--- src/rtl/systolic_pkg.sv ---
// systolic_pkg: shared constants, element type and feeder state encoding for the systolic array
package systolic_pkg;
    localparam int DATA_WIDTH  = 16;
    localparam int N           = 4;
    localparam int FEED_CYCLES = 2 * N - 1;
    typedef logic signed [DATA_WIDTH-1:0] elem_t;
    typedef enum logic {LOAD, FEED} state_t;
endpackage

--- src/rtl/skew_tile_buffer.sv ---
// skew_tile_buffer: 4x4 A/B tile store with beat-indexed write and diagonally skewed read at step t
module skew_tile_buffer
    import systolic_pkg::*;
(
    input  logic                    clk,
    input  logic                    wr_en,
    input  logic [1:0]              wr_idx,
    input  logic [N*DATA_WIDTH-1:0] a_row,
    input  logic [N*DATA_WIDTH-1:0] b_col,
    input  logic [2:0]              t,
    output logic [N*DATA_WIDTH-1:0] a_skew,
    output logic [N*DATA_WIDTH-1:0] b_skew
);
    elem_t a_mem [N][N];
    elem_t b_mem [N][N];
    // beat k carries row k of A and column k of B
    always_ff @(posedge clk)
        if (wr_en)
            for (int k = 0; k < N; k++) begin
                a_mem[wr_idx][k] <= a_row[k*DATA_WIDTH +: DATA_WIDTH];
                b_mem[k][wr_idx] <= b_col[k*DATA_WIDTH +: DATA_WIDTH];
            end
    for (genvar i = 0; i < N; i++) begin : g_lane
        logic [3:0] d;
        logic       hit;
        assign d   = {1'b0, t} - 4'(i);
        assign hit = d < 4'(N);
        assign a_skew[i*DATA_WIDTH +: DATA_WIDTH] = hit ? a_mem[i][d[1:0]] : '0;
        assign b_skew[i*DATA_WIDTH +: DATA_WIDTH] = hit ? b_mem[d[1:0]][i] : '0;
    end
endmodule

--- src/rtl/systolic_skew_feeder.sv ---
// systolic_skew_feeder: loads A/B tiles in four beats and emits skewed west/north wavefronts; SYSTOLIC_SKEW_FEEDER_DBUF_EN enables a second bank for back-to-back tiles
module systolic_skew_feeder
    import systolic_pkg::*;
(
    input  logic                    clk,
    input  logic                    rst,
    input  logic                    in_valid,
    output logic                    in_ready,
    input  logic [N*DATA_WIDTH-1:0] in_a_row,
    input  logic [N*DATA_WIDTH-1:0] in_b_col,
    output logic                    out_valid,
    output logic [N*DATA_WIDTH-1:0] a_west,
    output logic [N*DATA_WIDTH-1:0] b_north,
    output logic                    tile_start,
    output logic                    tile_done
);
    state_t                  state, nxt_state;
    logic [1:0]              load_cnt;
    logic [2:0]              feed_cnt, nxt_t;
    logic                    accept, last_beat, feed_end, full_now, start, nxt_valid, nxt_ready;
    logic [N*DATA_WIDTH-1:0] rd_a, rd_b;
    assign accept    = in_valid && in_ready;
    assign last_beat = accept && load_cnt == 2'd3;
    assign feed_end  = state == FEED && feed_cnt == 3'(FEED_CYCLES - 1);
`ifdef SYSTOLIC_SKEW_FEEDER_DBUF_EN
    logic                    wr_bank, rd_bank, full, nxt_rd;
    logic [N*DATA_WIDTH-1:0] a0, b0, a1, b1;
    assign full_now  = full || last_beat;
    assign nxt_rd    = start ? wr_bank : rd_bank;
    assign nxt_ready = start || !full_now;
    assign rd_a      = nxt_rd ? a1 : a0;
    assign rd_b      = nxt_rd ? b1 : b0;
    skew_tile_buffer u_buf0 (
        .clk(clk), .wr_en(accept && !wr_bank), .wr_idx(load_cnt), .a_row(in_a_row),
        .b_col(in_b_col), .t(nxt_t), .a_skew(a0), .b_skew(b0)
    );
    skew_tile_buffer u_buf1 (
        .clk(clk), .wr_en(accept && wr_bank), .wr_idx(load_cnt), .a_row(in_a_row),
        .b_col(in_b_col), .t(nxt_t), .a_skew(a1), .b_skew(b1)
    );
    // swap banks when a tile starts; idle bank becomes full on its fourth beat
    always_ff @(posedge clk)
        if (rst) begin
            wr_bank <= 1'b0;
            rd_bank <= 1'b0;
            full    <= 1'b0;
        end else if (start) begin
            rd_bank <= wr_bank;
            wr_bank <= !wr_bank;
            full    <= 1'b0;
        end else if (last_beat)
            full <= 1'b1;
`else
    assign full_now  = last_beat;
    assign nxt_ready = nxt_state == LOAD;
    skew_tile_buffer u_buf (
        .clk(clk), .wr_en(accept), .wr_idx(load_cnt), .a_row(in_a_row),
        .b_col(in_b_col), .t(nxt_t), .a_skew(rd_a), .b_skew(rd_b)
    );
`endif
    // next-cycle sequencing; the wavefront for nxt_t is read ahead so outputs can be registered
    always_comb begin
        start     = (state == LOAD || feed_end) && full_now;
        nxt_state = start ? FEED : feed_end ? LOAD : state;
        nxt_t     = (state == FEED && !feed_end) ? feed_cnt + 3'd1 : 3'd0;
        nxt_valid = nxt_state == FEED;
    end
    // state, counters and registered outputs; lanes forced to zero outside valid cycles
    always_ff @(posedge clk)
        if (rst) begin
            state      <= LOAD;
            load_cnt   <= '0;
            feed_cnt   <= '0;
            in_ready   <= 1'b1;
            out_valid  <= 1'b0;
            a_west     <= '0;
            b_north    <= '0;
            tile_start <= 1'b0;
            tile_done  <= 1'b0;
        end else begin
            state      <= nxt_state;
            feed_cnt   <= nxt_t;
            load_cnt   <= accept ? load_cnt + 2'd1 : load_cnt;
            in_ready   <= nxt_ready;
            out_valid  <= nxt_valid;
            a_west     <= nxt_valid ? rd_a : '0;
            b_north    <= nxt_valid ? rd_b : '0;
            tile_start <= start;
            tile_done  <= nxt_valid && nxt_t == 3'(FEED_CYCLES - 1);
        end
endmodule

--- config.mk ---
export PLATFORM = sky130hd
export DESIGN_NAME = systolic_skew_feeder
export DESIGN_NICKNAME = d
export VERILOG_FILES = /design/src/rtl/systolic_pkg.sv /design/src/rtl/skew_tile_buffer.sv /design/src/rtl/systolic_skew_feeder.sv
export SDC_FILE = /design/constraint.sdc
export NUM_CORES = 1
export LEC_CHECK = 0
export ABC_AREA = 1
export CAP_MARGIN = 20
export CORE_ASPECT_RATIO = 0.5
export CORE_UTILIZATION = 30
export CTS_CLUSTER_DIAMETER = 150
export CTS_CLUSTER_SIZE = 40
export DETAILED_ROUTE_END_ITERATION = 7
export PLACE_DENSITY_LB_ADDON = 0.12
export SYNTH_ARGS = -nofsm -noshare
export SYNTH_HDL_FRONTEND = slang
export SYNTH_SLANG_ARGS = --single-unit
--- constraint.sdc ---
create_clock -name clk -period 9.7 [get_ports clk]
set_input_delay 0.97 -clock clk [delete_from_list [all_inputs] [get_ports clk]]
set_output_delay 0.97 -clock clk [all_outputs]
set_load 0.02 [all_outputs]
After elaboration in Yosys (flattened, before gate mapping)
Memory sizes are Yosys's and may differ from the RTL's. A register that Yosys moved wholly into a read port is not among the register bits.
Cells that the tools add are included.
{ "classes": {"bitwise": 11, "muxes": 20, "reduce_logical": 13, "n_addsub": 5, "magnitude_cmp": 10, "n_eq_ne": 3} }
{ "ops": {"columns": ["operator", "n"], "rows": [
  ["16-bit two-way mux", 9],
  ["16-bit binary-select mux with 2-bit select", 4],
  ["64-bit two-way mux", 1],
  ["16-bit demux with 2-bit select", 1],
  ["3-bit >= comparator (second input constant)", 5],
  ["2-bit inverter with 3-bit output", 5],
  ["4-bit by 3-bit < comparator with 1-bit output (second input constant)", 3],
  ["3-bit OR reduction", 4],
  ["3-bit by 2-bit subtractor with 4-bit output (second input constant)", 2],
  ["1-bit logical AND", 7],
  ["3-bit equality test (second input constant)", 2],
  ["1-bit inverter", 6],
  ["1-bit two-way mux", 4],
  ["3-bit by 1-bit subtractor with 4-bit output (second input constant)", 1],
  ["3-bit by 1-bit adder with 3-bit output (second input constant)", 1],
  ["3-bit by 1-bit < comparator with 1-bit output (second input constant)", 1],
  ["3-bit < comparator (second input constant)", 1],
  ["3-bit two-way mux", 1],
  ["2-bit by 1-bit adder with 2-bit output (second input constant)", 1],
  ["2-bit equality test (second input constant)", 1],
  ["1-bit zero test", 1],
  ["1-bit logical OR", 1]
]} }
{ "totals": {"wordCells": 74, "input_bits": 131, "register_bits": 73, "mem_count": 2, "ramBits": 512, "out_inout_bits": 132} }
{ "memory_table": {"columns": ["name", "depth", "word_bits", "read_ports", "rd_clocked_by_memory_dff", "write_ports", "line", "source"], "rows": [
  ["u_buf.a_mem", 4, 64, 4, 0, 1, "skew_tile_buffer.sv:14", "elem_t a_mem [N][N];"],
  ["u_buf.b_mem", 4, 64, 4, 4, 4, "skew_tile_buffer.sv:15", "elem_t b_mem [N][N];"]
]} }

Logic depth before layout (Yosys ltp)
Gate-level depths: netlist (run 1).
{ "depth": {"depth_word": 10, "depth_mapped": 17, "mapped_depth_nobuf": 13} }

By module
Synthesis (run 1) repeated with hierarchy kept, for this count alone.
{ "unflattened": {"hier_cells": 2488, "hier_area_um2": 25873.6} }
{ "by_module_without_submodules": {"columns": ["mod", "cells_each", "n_inst", "area_per_inst_um2"], "rows": [
  ["skew_tile_buffer", 2043, 1, 21844.7],
  ["systolic_skew_feeder", 445, 1, 4028.9]
]} }

Worst setup path before layout (run 1)
No wires, ideal clock.
{ "synth_timing": {"kind": "in2reg", "from": "input port in_valid", "to": "memory u_buf.a_mem[0][0] in the netlist's numbering (enable)", "required_time_ns": 9.083, "arrival_time_ns": 6.402, "stages": 2, "setup_time_ns": 0.617, "slack_ns": 2.681, "path_buffers": 0, "path_cell_list": "nand2_2 nor2_1"} }
{ "synth_between": {"elab_chain_cells": 3} }
{ "synth_rtl": {"columns": ["item", "line", "source"], "rows": [
  ["start: declaration", "systolic_skew_feeder.sv:7", "input logic in_valid,"],
  ["1-bit logical AND", "systolic_skew_feeder.sv:22", "assign accept = in_valid && in_ready;"],
  ["1-bit two-way mux", "skew_tile_buffer.sv:18", "if (wr_en)"],
  ["1-bit two-way mux (not written as such)", "skew_tile_buffer.sv:20", "a_mem[wr_idx][k] <= a_row[k*DATA_WIDTH +: DATA_WIDTH];"],
  ["end: declaration", "skew_tile_buffer.sv:14", null]
]} }
No other way between the ends.

Worst setup path in the final report (run 1)
{ "layout_timing": {"from": "register feed_cnt[0]", "to": "register b_north[61], read port of u_buf.b_mem"} }
{ "layout_between": {"elab_chain_cells": 9, "word_cells_on_any_way": 15, "cone_classes": "add/sub: 2; order compare: 1; eq/ne: 1; mux: 3; bitwise: 2; reduce/logical: 6"} }
{ "layout_rtl": {"columns": ["item", "line", "source"], "rows": [
  ["start: declaration", "systolic_skew_feeder.sv:19", "logic [2:0] feed_cnt, nxt_t;"],
  ["start signal: assignment", "systolic_skew_feeder.sv:82", "feed_cnt <= nxt_t;"],
  ["parallel branches: the longest is 9 deep, another holds 3-bit by 2-bit subtractor with 4-bit output", null, null],
  ["end: declaration", "systolic_skew_feeder.sv:13", "output logic [N*DATA_WIDTH-1:0] b_north,"]
]} }
Several ways; the timed one is not identified.
A chain may end at the register's enable or synchronous reset.

==> results.py, run 1 <==
metrics = {
    "sta": {
        "rsz0062_at_grt": "no",
        "slew_violations": 0,
        "final-setup-viol-count": 0,
        "finalClockSkew_ns": 0.0466,
        "fmax_mhz": 217,
        "hold_violations": 0,
        "post-route-period-util_pct": 47.6,
        "fin_crit_ns": 4.62,
        "setup_tns_ns": 0,
        "relSlewSlack_pct": 25.2,
        "worstMarginPinSlew_ns": 1.12,
    },
    "cells_and_area": {
        "stdcell_area_um2": 29700,
        "drive_gt1_share_pct": 3.55,
        "num-nets-final": 2582,
        "syn_to_final_growth_pct": 17.0,
        "multi_input_area_um2": 5080,
        "fillers": 8181,
        "regArea_um2": 18100,
    },
    "synthesis": {
        "yosys_register_bits": 649,
        "yosysWarnings": 0,
        "seq_area_frac_synth_pct": 71.5,
        "syn-cell-area_um2": 25400,
        "syn_nets": 2407,
        "postSynthCellCount": 2266,
        "syn_avg_cell_area_um2": 11.2,
        "synth_cell_types": 24,
    },
    "pwr": {
        "finalPower_mw": 4.68,
        "vdd_ir_drop_max_mv": 0.106,
        "p_leak_nw": 12.0,
        "p_per_area_nw_per_um2": 158,
    },
    "clocking": {
        "clkSinkCount": 649,
        "post_cts_buffers": 0,
        "ctsResizeCount": 0,
        "clockBufferDepth": 3,
        "cts_tree": "done",
        "holdBufCountCts": 0,
        "path_clk_slew_ns": 0.15,
        "cts_buffers": 20,
        "root_buffer": "clkbuf_16",
        "h-tree-depth": 1,
        "worstSkewPairLatency_ns": 0.61,
    },
    "global_route": {
        "grt_max_degree": 232,
        "grt-ovfl-total": 0,
        "grt_usage_pct": 16.0,
        "antenna_found_initial": 4,
        "grt_pass1_vias": 15577,
        "grt_pass1_wl_um": 104000,
    },
    "critical_path": {
        "cpMostUsedCell": "nand2_1",
        "cp_slowest_cell": "buf_4",
        "cp.required_ns": 10.20,
        "crit_type": "flip-flop to flip-flop",
        "path_cells": "inv_6 > ha_1 > nand2_8 > nand3_4 > buf_12 > buf_4 > nand2_1 > nand3_1 > nand2_1 > inv_1 > nor2_1",
        "worst_ep_arrival_time_ns": 5.12,
        "worstPathMaxFanout": 231,
        "slowest_delay_ns": 0.89,
        "end_kind": "flip-flop",
        "startpoint_type": "flip-flop",
    },
    "routing": {
        "viasPerCell": 4.47,
        "vias": 15892,
        "wl_per_cell_um": 19.5,
        "wl_um": 69500,
        "ant_nets": 0,
        "firstDrtPassIters": 4,
        "drcViolationCount": 0,
        "first_iter_violations": 1004,
    },
    "floorplanning": {
        "core_area_um2": 82600,
        "die-area_um2": 85800,
        "die_y_um": 208,
        "io_pins": 263,
        "rows": 74,
        "die_w_um": 413,
        "initial_utilization_pct": 30.7,
    },
    "place": {
        "place_congestion": 0.728,
        "numPortBuffers": 262,
        "hpwl_um": 39800,
        "dpl-instance-area_um2": 29000,
    },
    "job": {
        "cap_violations": 0,
    },
    "run_status": {
        "status": "finished, final reports clean",
    },
    "hold_path": {
        "hold_path.class": "flip-flop to flip-flop",
    },
}
routing by layer:
metal  GRT usage, %  routed length [um]
met1           23.1               33500
met4           2.53                 949
met3           1.95                2190
met5              0                   0
met2           26.1               32800
cells by family (layout without fill, tap and decap cells):
| logic type | after synthesis | after routing | synth area share [%] |
|---|---|---|---|
| AOI/OAI and AO/OA | 132 | 132 | 2.61 |
| adders and majority gates | 10 | 10 | 0.493 |
| buffers and inverters | 540 | 727 | 8.69 |
| DFF | 649 | 649 | 71.5 |
| other | 0 | 3 | 0 |
| and+or+nand+nor | 935 | 935 | 16.8 |
state kept, by name (all words and copies together), names as in the netlist:
register and flops:
tile_done 1, state 1, a_west 64, tile_start 1
load_cnt 2, b_north 64, in_ready 1, u_buf.b_mem 256
u_buf.a_mem 256, feed_cnt 3
stage by stage:
| stage | setup WS, ns | utilization, % | std cells | hold slack, ns |
|---|---|---|---|---|
| 5_1_grt | 4.68 | 35.9 | 3558 | 0.601 |
| 4_1_cts | 4.60 | 35.8 | 3553 | 0.550 |
| 2_1_floorplan | 2.68 | - | 2266 | 0.490 |
| 6_report | 5.08 | 35.9 | 3558 | 0.545 |
| 3_5_place_dp | 5.00 | 35.1 | 3519 | 0.530 |
| 3_3_place_gp | 5.10 | 35.0 | 3515 | 0.514 |
cell type report:
cell class	instances	area share, %
sequential	649	61.1
multi-input combinational	1077	17.1
timing repair buffer	291	9.97
inverter	402	5.10
tap	1102	4.65
clock buffer	33	1.92
clock inverter	1	0.101
antenna	3	0.0253
power by group:
group	internal (mW)	switching (mW)	total, mW
clock network	0.419	0.832	1.25
registers	3.11	0.0221	3.13
logic	0.106	0.196	0.302
critical path: cells and delay by family, from the launching register on:
family	cells	cell delay (ns)
buffers and inverters	4	2.42
adders and majority gates	1	0.39
and+or+nand+nor	6	1.06
DFF	1	0.39
layout by cell type (no fill, tap or decap), types with 3 or more instances in the layout:
master / count
a21oi_1: 66
buf_12: 3
buf_16: 4
buf_4: 22
clkbuf_1: 12
clkbuf_16: 21
clkdlybuf4s50_1: 262
dfxtp_1: 136
diode_2: 3
edfxtp_1: 512
ha_1: 9
inv_1: 394
inv_2: 7
nand2_1: 553
nand2_2: 7
nand3_1: 130
nand4_1: 196
nor2_1: 28
nor2_2: 10
nor2_4: 6
o21ai_0: 4
o21ai_1: 62
synth_stat cells, drive strengths merged:
master | instances | area [um^2]
nand2 | 562 | 2130
ha | 10 | 125
inv | 402 | 1510
nand3b | 1 | 7.51
a21oi | 66 | 330
nor2 | 44 | 208
nand4 | 196 | 1230
buf | 105 | 571
dfxtp | 137 | 2740
nand3 | 131 | 668
o21ai | 66 | 330
edfxtp | 512 | 15400
clkbuf | 33 | 124
nor3 | 1 | 5.00
worst paths after layout:
kind,start,endpoint,cells after the start,slack (ns)
worst min-delay path,load_cnt[1],load_cnt[1],2,0.55
worst max register to register,feed_cnt[0],b_north[61],11,5.08
worst min register to register,load_cnt[1],load_cnt[1],2,0.55
worst max-delay path,feed_cnt[0],b_north[61],11,5.08
Note: power is estimated with default switching activity, not from simulation.
==> run 2, diff against run 1 <==
==> constraint.sdc (replaced) <==
create_clock -name clk -period 4.6 [get_ports clk]
set_input_delay 0.46 -clock clk [delete_from_list [all_inputs] [get_ports clk]]
set_output_delay 0.46 -clock clk [all_outputs]
set_load 0.02 [all_outputs]
==> run 2 against run 1 <==
  * Worst setup slack worse by 4.3 ns
  * Cell count is 0.20% higher
  * Sequential share of layout area hardly changed
  * Non-clock buffer count is 4 higher
  * Die area stayed put
  * Critical endpoint is now b_north[53]
  * First-iteration DRC count is 6.3% lower
  * Hold slack worse by 0.078 ns
  * Register-to-register slack worse by 4.3 ns
  * Count of clock-buffer cells in the layout is 2 higher
==> results.py, run 2 (same netlist as run 1, synthesis figures left out) <==
metrics = {
    "run_status": {
        "status": "finished, final reports clean",
    },
    "sta": {
        "hold_violations": 0,
        "post-route-period-util_pct": 84.0,
        "fmax_mhz": 259,
        "rsz0062_at_grt": "no",
        "relSlewSlack_pct": 16.9,
        "final-setup-viol-count": 0,
        "hold_slack_ns": 0.467,
        "slew_violations": 0,
        "setup_tns_ns": 0,
        "finalClockSkew_ns": 0.0457,
        "fin_crit_ns": 3.86,
        "worstMarginPinSlew_ns": 1.25,
    },
    "floorplanning": {
        "initial_utilization_pct": 30.7,
        "die_w_um": 413,
        "rows": 74,
        "die-area_um2": 85800,
        "die_y_um": 208,
        "io_pins": 263,
        "core_area_um2": 82600,
    },
    "cells_and_area": {
        "biggestRegsByFlops": "u_buf.a_mem: 256 flops, u_buf.b_mem: 256 flops",
        "fillers": 8262,
        "drive_gt1_share_pct": 3.70,
        "final_util_pct": 35.9,
        "layout_commonest_cell": "nand2_1",
        "finalNonFillerCells": 3565,
        "syn_to_final_growth_pct": 17.0,
        "final_cell_mix": "553 x nand2_1, 512 x edfxtp_1, 394 x inv_1",
        "num-nets-final": 2586,
    },
    "place": {
        "hpwl_um": 40200,
        "numPortBuffers": 262,
        "placedCellCount": 3524,
        "place_congestion": 0.713,
    },
    "critical_path": {
        "r2r_end": "b_north[53]",
        "ff2ff_setup_slack_ns": 0.74,
        "path_cells": "inv_6 > ha_1 > nand2_8 > buf_4 > nand3_1 > nand2_2 > inv_2 > nor2_1 > nand2_2 > buf_4 > nor2_1",
        "end_kind": "flip-flop",
        "reg2reg_depth": 11,
        "crit_type": "flip-flop to flip-flop",
        "worstPathMaxFanout": 84,
        "cp.required_ns": 5.16,
        "cp_num_buf_inv": 4,
        "regToRegStartpoint": "feed_cnt[0]",
        "startpoint_type": "flip-flop",
        "cp_slowest_cell": "buf_4",
        "slowest_delay_ns": 0.84,
        "cpLargestDelayFamily": "buffers and inverters",
        "worst_ep_arrival_time_ns": 4.42,
    },
    "hold_path": {
        "worstHoldPathCells": 2,
        "hold_path.class": "primary input to flip-flop",
        "whs_endpoint": "feed_cnt[2]",
        "timing.hold.worst.start": "rst",
    },
    "routing": {
        "ant_nets": 0,
        "wl_um": 69700,
        "wl_per_cell_um": 19.6,
        "firstDrtPassIters": 5,
        "drcViolationCount": 0,
        "viasPerCell": 4.52,
        "vias": 16096,
        "first_iter_violations": 941,
    },
    "global_route": {
        "grt_pass1_vias": 15616,
        "grt_usage_pct": 16.0,
        "grt-ovfl-total": 0,
        "antenna_found_initial": 3,
        "grt_max_degree": 222,
        "grt_pass1_wl_um": 103000,
    },
    "pwr": {
        "p_leak_nw": 12.0,
        "p_per_area_nw_per_um2": 333,
        "vdd_ir_drop_max_mv": 0.222,
        "finalPower_mw": 9.88,
    },
    "job": {
        "cap_violations": 0,
    },
    "clocking": {
        "clockBufferDepth": 3,
        "ctsResizeCount": 0,
        "root_buffer": "clkbuf_16",
        "post_cts_buffers": 0,
        "path_clk_slew_ns": 0.15,
        "cts_tree": "done",
        "worstSkewPairLatency_ns": 0.60,
        "h-tree-depth": 1,
        "clkSinkCount": 649,
        "holdBufCountCts": 0,
        "cts_buffers": 20,
    },
}
## run 2: how the worst max path moves through the flow
stage                      startpoint           endpoint  slack (ns)  cells after the start
after CTS                 feed_cnt[0]        b_north[53]        0.63                     11
after global placement    feed_cnt[0]         a_west[61]        0.70                     11
after global routing      feed_cnt[0]         a_west[62]        0.38                     11
after floorplan              in_ready  u_buf.a_mem[0][0]       -1.94                      2
after detailed placement  feed_cnt[0]        b_north[53]        0.68                     11
final                     feed_cnt[0]        b_north[53]        0.74                     11
## run 2: cell type report
cell class	count	area, um^2	area share [%]
flip-flops and latches	649	18100	61.1
inverters	402	1510	5.10
multi-input cells	1077	5080	17.1
well taps	1102	1380	4.65
repair buffers	295	2970	9.99
clock inverters	1	30.0	0.101
clock buffers	35	578	1.95
diodes	4	10.0	0.0337
## run 2: through the flow
stage | setup WS (ns) | instance area (um^2)
3_5_place_dp | 0.677 | 29000
3_3_place_gp | 0.700 | 29000
5_1_grt | 0.381 | 29700
4_1_cts | 0.626 | 29600
2_1_floorplan | -1.94 | 25400
6_report | 0.737 | 29700
## run 2: per-layer routing
layer	GRT usage [%]	share of wire (%)	vias up
li1	-	-	7824
met1	22.8	47	7964
met2	26.1	48	249
met3	2.04	3.2	59
met4	3.17	1.8	0
met5	0	0	-
## run 2: where the power goes
part,switching (mW),total (mW),internal [mW]
sequential,0.0471,6.59,6.55
combinational,0.416,0.643,0.227
clock,1.75,2.64,0.890
